==> src/rtl/ag32gbd_block_buffer_pkg.sv <==
// Shared constants, FSM encodings and the byte-packing helper for the 8-row block buffer.
// Pure definitions; no latency or backpressure of its own.
package ag32gbd_pkg;

    localparam int BYTES_PER_BLOCK  = 256;
    localparam int PIXELS_PER_BLOCK = 1024;
    localparam int BLOCKS_PER_FRAME = 16;
    localparam int READ_LATENCY     = 2;

    typedef enum logic {
        F_FILL = 1'b0,
        F_FULL = 1'b1
    } fill_state_t;

    typedef enum logic [1:0] {
        R_FREE    = 2'd0,
        R_OFFERED = 2'd1,
        R_BUSY    = 2'd2
    } read_state_t;

    // Three earlier pixels sit in acc[5:0], oldest in the top bits, so it lands leftmost.
    function automatic logic [7:0] pack_byte(input logic [5:0] acc, input logic [1:0] px);
        return {acc, px};
    endfunction

endpackage

==> src/rtl/ag32gbd_block_buffer_if.sv <==
// Pixel-in, block-handoff and byte-read signals of the block buffer.
// slave = buffer side, master = pixel source plus downstream RAM writer.
interface ag32gbd_block_buffer_if;
    logic       Pixel_Valid;
    logic [1:0] Pixel_Value;
    logic       BlockBufferDataReady;
    logic       Gbd_Writing_Ram;
    logic       RequestReadBuffer;
    logic [9:0] ReadBufferOffset;
    logic       BufferDataReady;
    logic [7:0] BufferReadResult;
    logic [3:0] Block_Index;
    logic       Frame_Done;
    logic       Overflow;

    modport slave (
        input  Pixel_Valid, Pixel_Value, Gbd_Writing_Ram, RequestReadBuffer, ReadBufferOffset,
        output BlockBufferDataReady, BufferDataReady, BufferReadResult, Block_Index,
               Frame_Done, Overflow
    );

    modport master (
        output Pixel_Valid, Pixel_Value, Gbd_Writing_Ram, RequestReadBuffer, ReadBufferOffset,
        input  BlockBufferDataReady, BufferDataReady, BufferReadResult, Block_Index,
               Frame_Done, Overflow
    );
endinterface

==> src/rtl/ag32gbd_block_buffer_dpram.sv <==
// 256x8 RAM with one write port and one registered read port.
// Read data appears one clock after the address; no backpressure.
module ag32gbd_dpram_256x8
    import ag32gbd_pkg::*;
(
    input  logic       i_clk,
    input  logic       i_we,
    input  logic [7:0] i_waddr,
    input  logic [7:0] i_wdat,
    input  logic [7:0] i_raddr,
    output logic [7:0] o_rdat
);

    logic [7:0] r_mem [BYTES_PER_BLOCK];

    always_ff @(posedge i_clk) begin
        if (i_we) begin
            r_mem[i_waddr] <= i_wdat;
        end
        o_rdat <= r_mem[i_raddr];
    end

endmodule

==> src/rtl/ag32gbd_block_buffer.sv <==
// Ping-pong 8-row block buffer: packs 2-bit pixels into bytes, offers full blocks downstream.
// Byte reads return 2 clocks after a request edge; pixels arriving while both banks are held are dropped.
module ag32gbd_block_buffer
    import ag32gbd_pkg::*;
(
    input  logic                          sys_clock,
    input  logic                          sys_resetn,
    input  logic                          NewRunReset,
    ag32gbd_block_buffer_if.slave         bb
);

    localparam logic [9:0] LAST_PIXEL = 10'(PIXELS_PER_BLOCK - 1);
    localparam logic [3:0] LAST_BLOCK = 4'(BLOCKS_PER_FRAME - 1);

    fill_state_t r_fill_state;
    read_state_t r_read_state;
    logic [9:0]  r_pix_cnt;
    logic [5:0]  r_acc;
    logic        r_bank_sel;
    logic [3:0]  r_fill_blk;
    logic [3:0]  r_blk_idx;
    logic        r_bbdr;
    logic        r_frame_done;
    logic        r_overflow;

    logic                    r_req_d;
    logic [7:0]              r_rd_off;
    logic                    r_rd_oob;
    logic [READ_LATENCY-1:0] r_rd_pipe;
    logic                    r_rd_sel;
    logic                    r_bdr;
    logic [7:0]              r_result;

    logic       w_pix_ok;
    logic       w_pix_drop;
    logic       w_swap;
    logic       w_byte_done;
    logic       w_we0;
    logic       w_we1;
    logic [7:0] w_wdat;
    logic [7:0] w_rdat0;
    logic [7:0] w_rdat1;
    logic       w_req_rise;

    assign w_pix_ok    = bb.Pixel_Valid && (r_fill_state == F_FILL) && !r_frame_done;
    assign w_pix_drop  = bb.Pixel_Valid && (r_fill_state == F_FULL) && !r_frame_done;
    assign w_swap      = (r_fill_state == F_FULL) && (r_read_state == R_FREE) && !r_frame_done;
    assign w_byte_done = w_pix_ok && (r_pix_cnt[1:0] == 2'b11) && !NewRunReset;
    assign w_we0       = w_byte_done && !r_bank_sel;
    assign w_we1       = w_byte_done &&  r_bank_sel;
    assign w_wdat      = pack_byte(r_acc, bb.Pixel_Value);
    assign w_req_rise  = bb.RequestReadBuffer && !r_req_d;

    ag32gbd_dpram_256x8 u_bank0 (
        .i_clk   (sys_clock),
        .i_we    (w_we0),
        .i_waddr (r_pix_cnt[9:2]),
        .i_wdat  (w_wdat),
        .i_raddr (r_rd_off),
        .o_rdat  (w_rdat0)
    );

    ag32gbd_dpram_256x8 u_bank1 (
        .i_clk   (sys_clock),
        .i_we    (w_we1),
        .i_waddr (r_pix_cnt[9:2]),
        .i_wdat  (w_wdat),
        .i_raddr (r_rd_off),
        .o_rdat  (w_rdat1)
    );

    // Fill and read-bank FSMs share one block so the swap updates both atomically.
    always_ff @(posedge sys_clock or negedge sys_resetn) begin
        if (!sys_resetn) begin
            r_fill_state <= F_FILL;
            r_read_state <= R_FREE;
            r_pix_cnt    <= '0;
            r_acc        <= '0;
            r_bank_sel   <= 1'b0;
            r_fill_blk   <= '0;
            r_blk_idx    <= '0;
            r_bbdr       <= 1'b0;
            r_frame_done <= 1'b0;
            r_overflow   <= 1'b0;
        end else if (NewRunReset) begin
            r_fill_state <= F_FILL;
            r_read_state <= R_FREE;
            r_pix_cnt    <= '0;
            r_acc        <= '0;
            r_bank_sel   <= 1'b0;
            r_fill_blk   <= '0;
            r_blk_idx    <= '0;
            r_bbdr       <= 1'b0;
            r_frame_done <= 1'b0;
            r_overflow   <= 1'b0;
        end else begin
            if (w_pix_ok) begin
                r_acc     <= {r_acc[3:0], bb.Pixel_Value};
                r_pix_cnt <= r_pix_cnt + 10'd1;
                if (r_pix_cnt == LAST_PIXEL) begin
                    r_fill_state <= F_FULL;
                end
            end
            if (w_pix_drop) begin
                r_overflow <= 1'b1;
            end

            case (r_read_state)
                R_OFFERED: begin
                    if (bb.Gbd_Writing_Ram) begin
                        r_read_state <= R_BUSY;
                        r_bbdr       <= 1'b0;
                    end
                end
                R_BUSY: begin
                    if (!bb.Gbd_Writing_Ram) begin
                        r_read_state <= R_FREE;
                        if (r_blk_idx == LAST_BLOCK) begin
                            r_frame_done <= 1'b1;
                        end
                    end
                end
                default: ;
            endcase

            if (w_swap) begin
                r_bank_sel   <= ~r_bank_sel;
                r_pix_cnt    <= '0;
                r_fill_state <= F_FILL;
                r_read_state <= R_OFFERED;
                r_bbdr       <= 1'b1;
                r_blk_idx    <= r_fill_blk;
                r_fill_blk   <= r_fill_blk + 4'd1;
            end
        end
    end

    // The bank choice is sampled alongside the RAM read so a swap mid-read cannot mix banks.
    always_ff @(posedge sys_clock or negedge sys_resetn) begin
        if (!sys_resetn) begin
            r_req_d   <= 1'b0;
            r_rd_off  <= '0;
            r_rd_oob  <= 1'b0;
            r_rd_pipe <= '0;
            r_rd_sel  <= 1'b0;
            r_bdr     <= 1'b0;
            r_result  <= '0;
        end else if (NewRunReset) begin
            r_req_d   <= 1'b0;
            r_rd_off  <= '0;
            r_rd_oob  <= 1'b0;
            r_rd_pipe <= '0;
            r_rd_sel  <= 1'b0;
            r_bdr     <= 1'b0;
            r_result  <= '0;
        end else begin
            r_req_d   <= bb.RequestReadBuffer;
            r_rd_pipe <= {r_rd_pipe[READ_LATENCY-2:0], w_req_rise};
            if (w_req_rise) begin
                r_rd_off <= bb.ReadBufferOffset[7:0];
                r_rd_oob <= |bb.ReadBufferOffset[9:8];
                r_bdr    <= 1'b0;
            end
            if (r_rd_pipe[0]) begin
                r_rd_sel <= ~r_bank_sel;
            end
            if (r_rd_pipe[READ_LATENCY-1] && !w_req_rise) begin
                r_bdr    <= 1'b1;
                r_result <= r_rd_oob ? 8'h00 : (r_rd_sel ? w_rdat1 : w_rdat0);
            end
        end
    end

    assign bb.BlockBufferDataReady = r_bbdr;
    assign bb.BufferDataReady      = r_bdr;
    assign bb.BufferReadResult     = r_result;
    assign bb.Block_Index          = r_blk_idx;
    assign bb.Frame_Done           = r_frame_done;
    assign bb.Overflow             = r_overflow;

endmodule

==> src/flat_wrapper.sv <==
// flat-port wrapper written by rule: the top's interface ports become plain ports
module ag32gbd_block_buffer_flat import ag32gbd_pkg::*;
  (sys_clock, sys_resetn, NewRunReset, bb_Pixel_Valid, bb_Pixel_Value, bb_Gbd_Writing_Ram, bb_RequestReadBuffer, bb_ReadBufferOffset, bb_BlockBufferDataReady, bb_BufferDataReady, bb_BufferReadResult, bb_Block_Index, bb_Frame_Done, bb_Overflow);
  ag32gbd_block_buffer_if bb_i ();
  input  logic sys_clock;
  input  logic sys_resetn;
  input  logic NewRunReset;
  input wire logic [$bits(bb_i.Pixel_Valid)-1:0] bb_Pixel_Valid;
  input wire logic [$bits(bb_i.Pixel_Value)-1:0] bb_Pixel_Value;
  input wire logic [$bits(bb_i.Gbd_Writing_Ram)-1:0] bb_Gbd_Writing_Ram;
  input wire logic [$bits(bb_i.RequestReadBuffer)-1:0] bb_RequestReadBuffer;
  input wire logic [$bits(bb_i.ReadBufferOffset)-1:0] bb_ReadBufferOffset;
  output wire logic [$bits(bb_i.BlockBufferDataReady)-1:0] bb_BlockBufferDataReady;
  output wire logic [$bits(bb_i.BufferDataReady)-1:0] bb_BufferDataReady;
  output wire logic [$bits(bb_i.BufferReadResult)-1:0] bb_BufferReadResult;
  output wire logic [$bits(bb_i.Block_Index)-1:0] bb_Block_Index;
  output wire logic [$bits(bb_i.Frame_Done)-1:0] bb_Frame_Done;
  output wire logic [$bits(bb_i.Overflow)-1:0] bb_Overflow;
  assign bb_i.Pixel_Valid = bb_Pixel_Valid;
  assign bb_i.Pixel_Value = bb_Pixel_Value;
  assign bb_i.Gbd_Writing_Ram = bb_Gbd_Writing_Ram;
  assign bb_i.RequestReadBuffer = bb_RequestReadBuffer;
  assign bb_i.ReadBufferOffset = bb_ReadBufferOffset;
  assign bb_BlockBufferDataReady = bb_i.BlockBufferDataReady;
  assign bb_BufferDataReady = bb_i.BufferDataReady;
  assign bb_BufferReadResult = bb_i.BufferReadResult;
  assign bb_Block_Index = bb_i.Block_Index;
  assign bb_Frame_Done = bb_i.Frame_Done;
  assign bb_Overflow = bb_i.Overflow;
  ag32gbd_block_buffer u_core (.sys_clock(sys_clock), .sys_resetn(sys_resetn), .NewRunReset(NewRunReset), .bb(bb_i));
endmodule
==> config.mk <==
export PLATFORM = sky130hd
export DESIGN_NAME = ag32gbd_block_buffer_flat
export DESIGN_NICKNAME = d
export VERILOG_FILES = /design/src/rtl/ag32gbd_block_buffer_pkg.sv /design/src/rtl/ag32gbd_block_buffer_if.sv /design/src/rtl/ag32gbd_block_buffer_dpram.sv /design/src/rtl/ag32gbd_block_buffer.sv /design/src/flat_wrapper.sv
export SDC_FILE = /design/constraint.sdc
export NUM_CORES = 2
export LEC_CHECK = 0
export CAP_MARGIN = 20
export CELL_PAD_IN_SITES_DETAIL_PLACEMENT = 0
export CELL_PAD_IN_SITES_GLOBAL_PLACEMENT = 1
export CORE_UTILIZATION = 46
export DETAILED_ROUTE_END_ITERATION = 16
export GPL_ROUTABILITY_DRIVEN = 0
export PLACE_DENSITY_LB_ADDON = 0.05
export SKIP_LAST_GASP = 1
export SLEW_MARGIN = 5
export SYNTH_ARGS = -nofsm -noshare
export SYNTH_HDL_FRONTEND = slang
export SYNTH_SLANG_ARGS = --single-unit
export TNS_END_PERCENT = 30
==> constraint.sdc <==
create_clock -name sys_clock -period 9.25 [get_ports sys_clock]
set_input_delay 1.85 -clock sys_clock [delete_from_list [all_inputs] [get_ports sys_clock]]
set_output_delay 1.85 -clock sys_clock [all_outputs]
set_load 0.02 [all_outputs]
# [Yosys cells after proc, flatten, opt, wreduce, memory -nomap -nowiden]
# Memory sizes are Yosys's and may differ from the RTL's. A register that Yosys moved wholly into a read port is not among the register bits.
# Index checks and enable logic that the tools add are counted.
[classes] n_bitwise=2 eq_ne=8 addsub=2 muxes=49 reduce_logical=37
[op_table] cell="8-bit 2-to-1 mux" n=6
[op_table] cell="10-bit 2-to-1 mux" n=3
[op_table] cell="1-bit 2-to-1 mux" n=28
[op_table] cell="4-bit 2-to-1 mux" n=4
[op_table] cell="2-bit nonzero test" n=8
[op_table] cell="3-bit nonzero test" n=5
[op_table] cell="1-bit logical AND" n=12
[op_table] cell="6-bit 2-to-1 mux" n=2
[op_table] cell="10-bit by 1-bit adder with 10-bit output (second input constant)" n=1
[op_table] cell="10-bit equality test (second input constant)" n=1
[op_table] cell="2-bit 2-to-1 mux" n=5
[op_table] cell="4-bit by 3-bit inequality test with 1-bit output (second input constant)" n=2
[op_table] cell="3-bit AND reduction" n=2
[op_table] cell="1-bit zero test" n=5
[op_table] cell="4-bit by 1-bit adder with 4-bit output (second input constant)" n=1
[op_table] cell="2-bit equality test (second input constant)" n=2
[op_table] cell="4-bit equality test (second input constant)" n=1
[op_table] cell="2-bit case mux with 2 select lines" n=1
[op_table] cell="2-bit AND reduction" n=2
[op_table] cell="4-bit nonzero test" n=1
[op_table] cell="2-bit by 1-bit equality test with 1-bit output (second input constant)" n=1
[op_table] cell="2-bit zero test" n=1
[op_table] cell="2-bit inequality test (second input constant)" n=1
[op_table] cell="1-bit inverter" n=2
[op_table] cell="2-bit OR reduction" n=1
[totals] output_inout_bits=16 input_bits=18 word_cells=117 ramBits=4096 n_memories=2 ff_bits=53
[mem_list] name="u_core.u_bank0.r_mem" depth=256 width=8 read_ports=1 rd_ports_with_merged_regs=1 wr=1 line="ag32gbd_block_buffer_dpram.sv:14" rtl="logic [7:0] r_mem [BYTES_PER_BLOCK];"
[mem_list] name="u_core.u_bank1.r_mem" depth=256 width=8 read_ports=1 rd_ports_with_merged_regs=1 wr=1 line="ag32gbd_block_buffer_dpram.sv:14"

# [Depth between registers and ports, before layout]
[depth] ltp_word=8 depth_mapped=13 depth_no_buf=7

# [By module]
# From an unflattened synthesis, not the netlist that was laid out.
[unflattened] cells_unflattened=7699 hier_area_um2=161522.4
[modules_own_cells] mod="ag32gbd_dpram_256x8" seq_area_each_um2=61659.1 area_per_inst_um2=79556.3 instances=2 cells_each=3733
[modules_own_cells] mod="ag32gbd_block_buffer" seq_area_each_um2=1326.3 area_per_inst_um2=2409.8 instances=1 cells_each=233

# [Worst setup path before layout]
# No wires, ideal clock.
[synth_path] path_type="register to register" from="register u_core.r_acc[0]" to="memory u_core.u_bank0.r_mem[0][2], data pin" required_ns=7.843 setup_slack_ns=1.764 arrival_ns=6.078 path_buffers=0 period_less_slack_ns=7.486 path_stages_with_launch=1 setup_time_ns=1.407 cell_sequence="dfrtp_1"
[synth_lines] element="from (decl)" line="ag32gbd_block_buffer.sv:18" rtl="logic [5:0] r_acc;"
[synth_lines] element="from (signal assigned)" line="ag32gbd_block_buffer.sv:98" rtl="r_acc <= {r_acc[3:0], bb.Pixel_Value};"
[synth_lines] element="to (decl)" line="ag32gbd_block_buffer_dpram.sv:14"
# Straight into the memory's write port.

# [Worst setup path after layout]
[layout_path] from="input port bb_Pixel_Valid" to="memory u_core.u_bank1.r_mem[81][5], enable pin"
[layout_via] elab_chain_len=7
[layout_rtl] element="from (decl)" line="flat_wrapper.sv:8" rtl="input wire logic [$bits(bb_i.Pixel_Valid)-1:0] bb_Pixel_Valid;"
[layout_rtl] element="1-bit logical AND (2 in series)" line="ag32gbd_block_buffer.sv:45" rtl="assign w_pix_ok = bb.Pixel_Valid && (r_fill_state == F_FILL) && !r_frame_done;"
[layout_rtl] element="1-bit logical AND (2 in series)" line="ag32gbd_block_buffer.sv:48" rtl="assign w_byte_done = w_pix_ok && (r_pix_cnt[1:0] == 2'b11) && !NewRunReset;"
[layout_rtl] element="1-bit logical AND" line="ag32gbd_block_buffer.sv:50" rtl="assign w_we1 = w_byte_done && r_bank_sel;"
[layout_rtl] element="1-bit 2-to-1 mux" line="ag32gbd_block_buffer_dpram.sv:17" rtl="if (i_we) begin"
[layout_rtl] element="1-bit 2-to-1 mux (implied by the code)" line="ag32gbd_block_buffer_dpram.sv:18" rtl="r_mem[i_waddr] <= i_wdat;"
[layout_rtl] element="to (decl)" line="ag32gbd_block_buffer_dpram.sv:14"
# No other way between the ends.

==> impl_metrics.env <==
export IMPL_cp_max_fo=17
export IMPL_path_class="in -> reg"
export IMPL_core_rowCount=218
export IMPL_numPortBuffers=33
export IMPL_maxCapViolations=0
export IMPL_initial_core_util_pct=46.3
export IMPL_power_density_nw_per_um2=220
export IMPL_place_area_um2=168000
export IMPL_startpoint_type="input pin"
export IMPL_ys_async_sr_fraction_pct=1.27
export IMPL_power_leakage_nw=55.7
export IMPL_min_from="u_core.r_req_d"
export IMPL_finish_utilization_pct=51.7
export IMPL_area_growth_pct=11.9
export IMPL_cts_setup_buffers=0
export IMPL_vias_per_cell=6.16
export IMPL_die_area_um2=357000
export IMPL_num_fill_cells=27700
export IMPL_power_switching_w=0.00847
export IMPL_whs_ps=456
export IMPL_die_h_um=598
export IMPL_setup_violations=0
export IMPL_yosysSeqAreaShare_pct=76.4
export IMPL_cts_resized=0
export IMPL_pwr_share_seq_pct=51.6
export IMPL_cts_tree="built"
export IMPL_synth_top_area_cell="edfxtp_1"
export IMPL_max_freq_mhz=191
export IMPL_cts_hold_fix_buffers=0
export IMPL_endpoint_kind="flop"
export IMPL_intPower_w=0.0317
export IMPL_cts_buffers_inserted=430
export IMPL_cts_sink_count=4165
export IMPL_peakVddDrop_mv=0.224
export IMPL_synth_area_um2=163000
export IMPL_io_pins=34
export IMPL_antenna_found_initial=21
export IMPL_core_um2=353000
export IMPL_clock_latency_ps=970
export IMPL_die_w_um=598
export IMPL_clock_path_buffers=4
export IMPL_final_period_utilization_pct=56.6
export IMPL_synth_edf_count=4096
export IMPL_slowest_stage="nand3_1"
export IMPL_status="finished, final reports clean"
export IMPL_synthCells=7891
export IMPL_grtUsageMet3_pct=4.40
export IMPL_dpl_hpwl_um=286000
export IMPL_busiest_layer="met2"
export IMPL_synth_top_area_share_pct=75.3
export IMPL_synth_top_cells_by_count="4096 x edfxtp_1, 749 x mux4_2, 605 x mux2i_1"
export IMPL_p_comb_share_pct=4.1
export IMPL_synth_area_per_cell_um2=20.7
export IMPL_wl_per_cell_um=36.3
export IMPL_worst_pin_slew_ps=1180
export IMPL_drive_gt1_share_pct=20.3
export IMPL_grt_pass1_vias=81600
export IMPL_worstPathRequired_ps=9830
export IMPL_crit_start="bb_Pixel_Valid"
export IMPL_rr_startpoint="u_core.r_rd_off[3]"
export IMPL_crit_arrival_ps=5820
export IMPL_synth_main_ff_cell="edfxtp_1"
export IMPL_p_clk_share_pct=44.3
export IMPL_switching_share_pct=21.1
export IMPL_regToRegEndpoint="u_core.u_bank1.o_rdat[4]"
export IMPL_h_tree_depth=5
export IMPL_slew_headroom_pct=21.0
export IMPL_slew_violations=0
export IMPL_drt_iter0_markers=9518
export IMPL_synth_nets=7911
export IMPL_grt_pass1_wl_um=664000
export IMPL_yosysWarnings=0
export IMPL_cts_reportedPaths_clkPinSlew_ps=60
export IMPL_rsz0062_at_grt="no"
export IMPL_drc_errors=0
export IMPL_grt_max_degree=156
export IMPL_met1_usage_pct=38.2
export IMPL_grt_overflow=0
export IMPL_period_needed_ps=5230
export IMPL_worstRegToRegCells=9
export IMPL_finClkSkew_ps=28.2
export IMPL_yosysMostFrequentCell="edfxtp_1"
export IMPL_grtUsageMet2_pct=42.3
export IMPL_setup_tns_ps=0
export IMPL_ant_nets=0
export IMPL_final_area_um2=183000
export IMPL_clockRootBuffer="clkbuf_16"
export IMPL_vias=81100
export IMPL_synthTopCellsByArea="edfxtp_1 75%, mux4_2 10%, mux2i_1 3.7%, nor2_1 1.4%, mux4_1 1.2%"
export IMPL_slowest_delay_ps=980
export IMPL_firstDrtPassIters=8
export IMPL_nets=8085
export IMPL_p_total_w=0.0401
export IMPL_ys_seq_elements=4165
export IMPL_hold_viol=0
export IMPL_wirelength_um=478000
export IMPL_endpoint="u_core.u_bank1.r_mem[81][5]"
export IMPL_r2r_slack_ps=4450
export IMPL_path_cells="clkdlybuf4s50_1, and2_1, nand2_1, nor3b_4, buf_4, nand3_1, nor2_1"
export IMPL_synth_distinct_cells=77
export IMPL_track_usage_pct=26.6
export IMPL_hold_class="reg -> reg"
[layer usage]
layer / routed length, um / vias up
met3: 34400 / 597
met5: 42 / -
met2: 227000 / 3500
li1: - / 33400
met4: 14000 / 6
met1: 202000 / 43700
[power groups by stage]
stage	logic, W	clock network [W]	registers [W]
2_1_floorplan	0.000971	0	0.0212
3_3_place_gp	0.00165	0	0.0211
3_5_place_dp	0.00166	0	0.0211
4_1_cts	0.00166	0.0180	0.0207
5_1_grt	0.00171	0.0187	0.0207
6_report	0.00163	0.0178	0.0207
[worst min-delay path by stage]
stage | end | slack [ps] | cells past startpoint
after floorplan | u_core.r_rd_pipe[0] | 420 | 1
after global placement | u_core.r_rd_pipe[0] | 440 | 1
after detailed placement | u_core.r_rd_pipe[0] | 440 | 1
after CTS | u_core.r_rd_pipe[0] | 450 | 1
after global routing | u_core.r_rd_pipe[0] | 460 | 1
final | u_core.r_rd_pipe[0] | 460 | 1
[critical path, delay by kind of cell]
| kind | cells | cell delay (ps) |
|---|---|---|
| and+or+nand+nor | 5 | 2890 |
| buffers and inverters | 2 | 1010 |
[cell families (layout without fill, tap and decap cells)]
kind of cell    after synthesis  after routing  synth area share (%)
compound gates              725            725                  3.14
buf+inv                     504           1046                  2.27
xor+xnor                     10             10                0.0537
other cells                   0              5                     0
mux                        1442           1442                  15.4
flops                      4165           4165                  76.4
simple gates               1043           1043                  2.80
fa+ha+maj                     2              2                0.0153
[per-stage QoR]
stage	setup slack, ps	cells
final	4020	13200
after global routing	3840	13200
after CTS	4060	13200
after detailed placement	3020	12400
after global placement	3020	12400
after floorplan	1760	7891
[final cells by class]
type / count / area [um2] / area share, %
inverter: 7 / 38.8 / 0.0212
clock buffer: 512 / 11400 / 6.26
multi-input combinational: 3222 / 35100 / 19.2
antenna: 5 / 12.5 / 0.00685
clock inverter: 288 / 3030 / 1.66
tap: 4730 / 5920 / 3.24
timing repair buffer: 239 / 2410 / 1.32
sequential: 4165 / 125000 / 68.3
[registers in the layout (all words and copies together) (netlist names), 6 cells and up]
name                        count
u_core.u_bank0.r_mem         2048
u_core.u_bank1.r_mem         2048
u_core.r_pix_cnt               10
u_core.bb.BufferReadResult      8
u_core.r_rd_off                 8
u_core.u_bank0.o_rdat           8
u_core.u_bank1.o_rdat           8
u_core.r_acc                    6
[placed cells by master (no fill, tap or decap), types with 16 or more instances in the layout]
cell type / count
clkinv_2: 85
nand2_1: 138
dfrtp_1: 40
dfxtp_1: 16
mux4_2: 749
nor2b_1: 17
clkdlybuf4s50_1: 29
clkbuf_16: 443
nor3_1: 108
buf_12: 42
buf_4: 157
edfxtp_1: 4096
o21ai_0: 61
a211oi_1: 27
nor4_1: 34
nand3_1: 30
clkbuf_1: 61
a22o_1: 18
a22oi_1: 23
o22ai_1: 152
nor2_1: 585
nand4_1: 24
clkinvlp_4: 30
mux4_1: 77
o221ai_1: 209
mux2i_1: 605
a21oi_1: 149
clkinv_1: 87
bufinv_16: 60
Note: power is estimated with default switching activity, not from simulation.
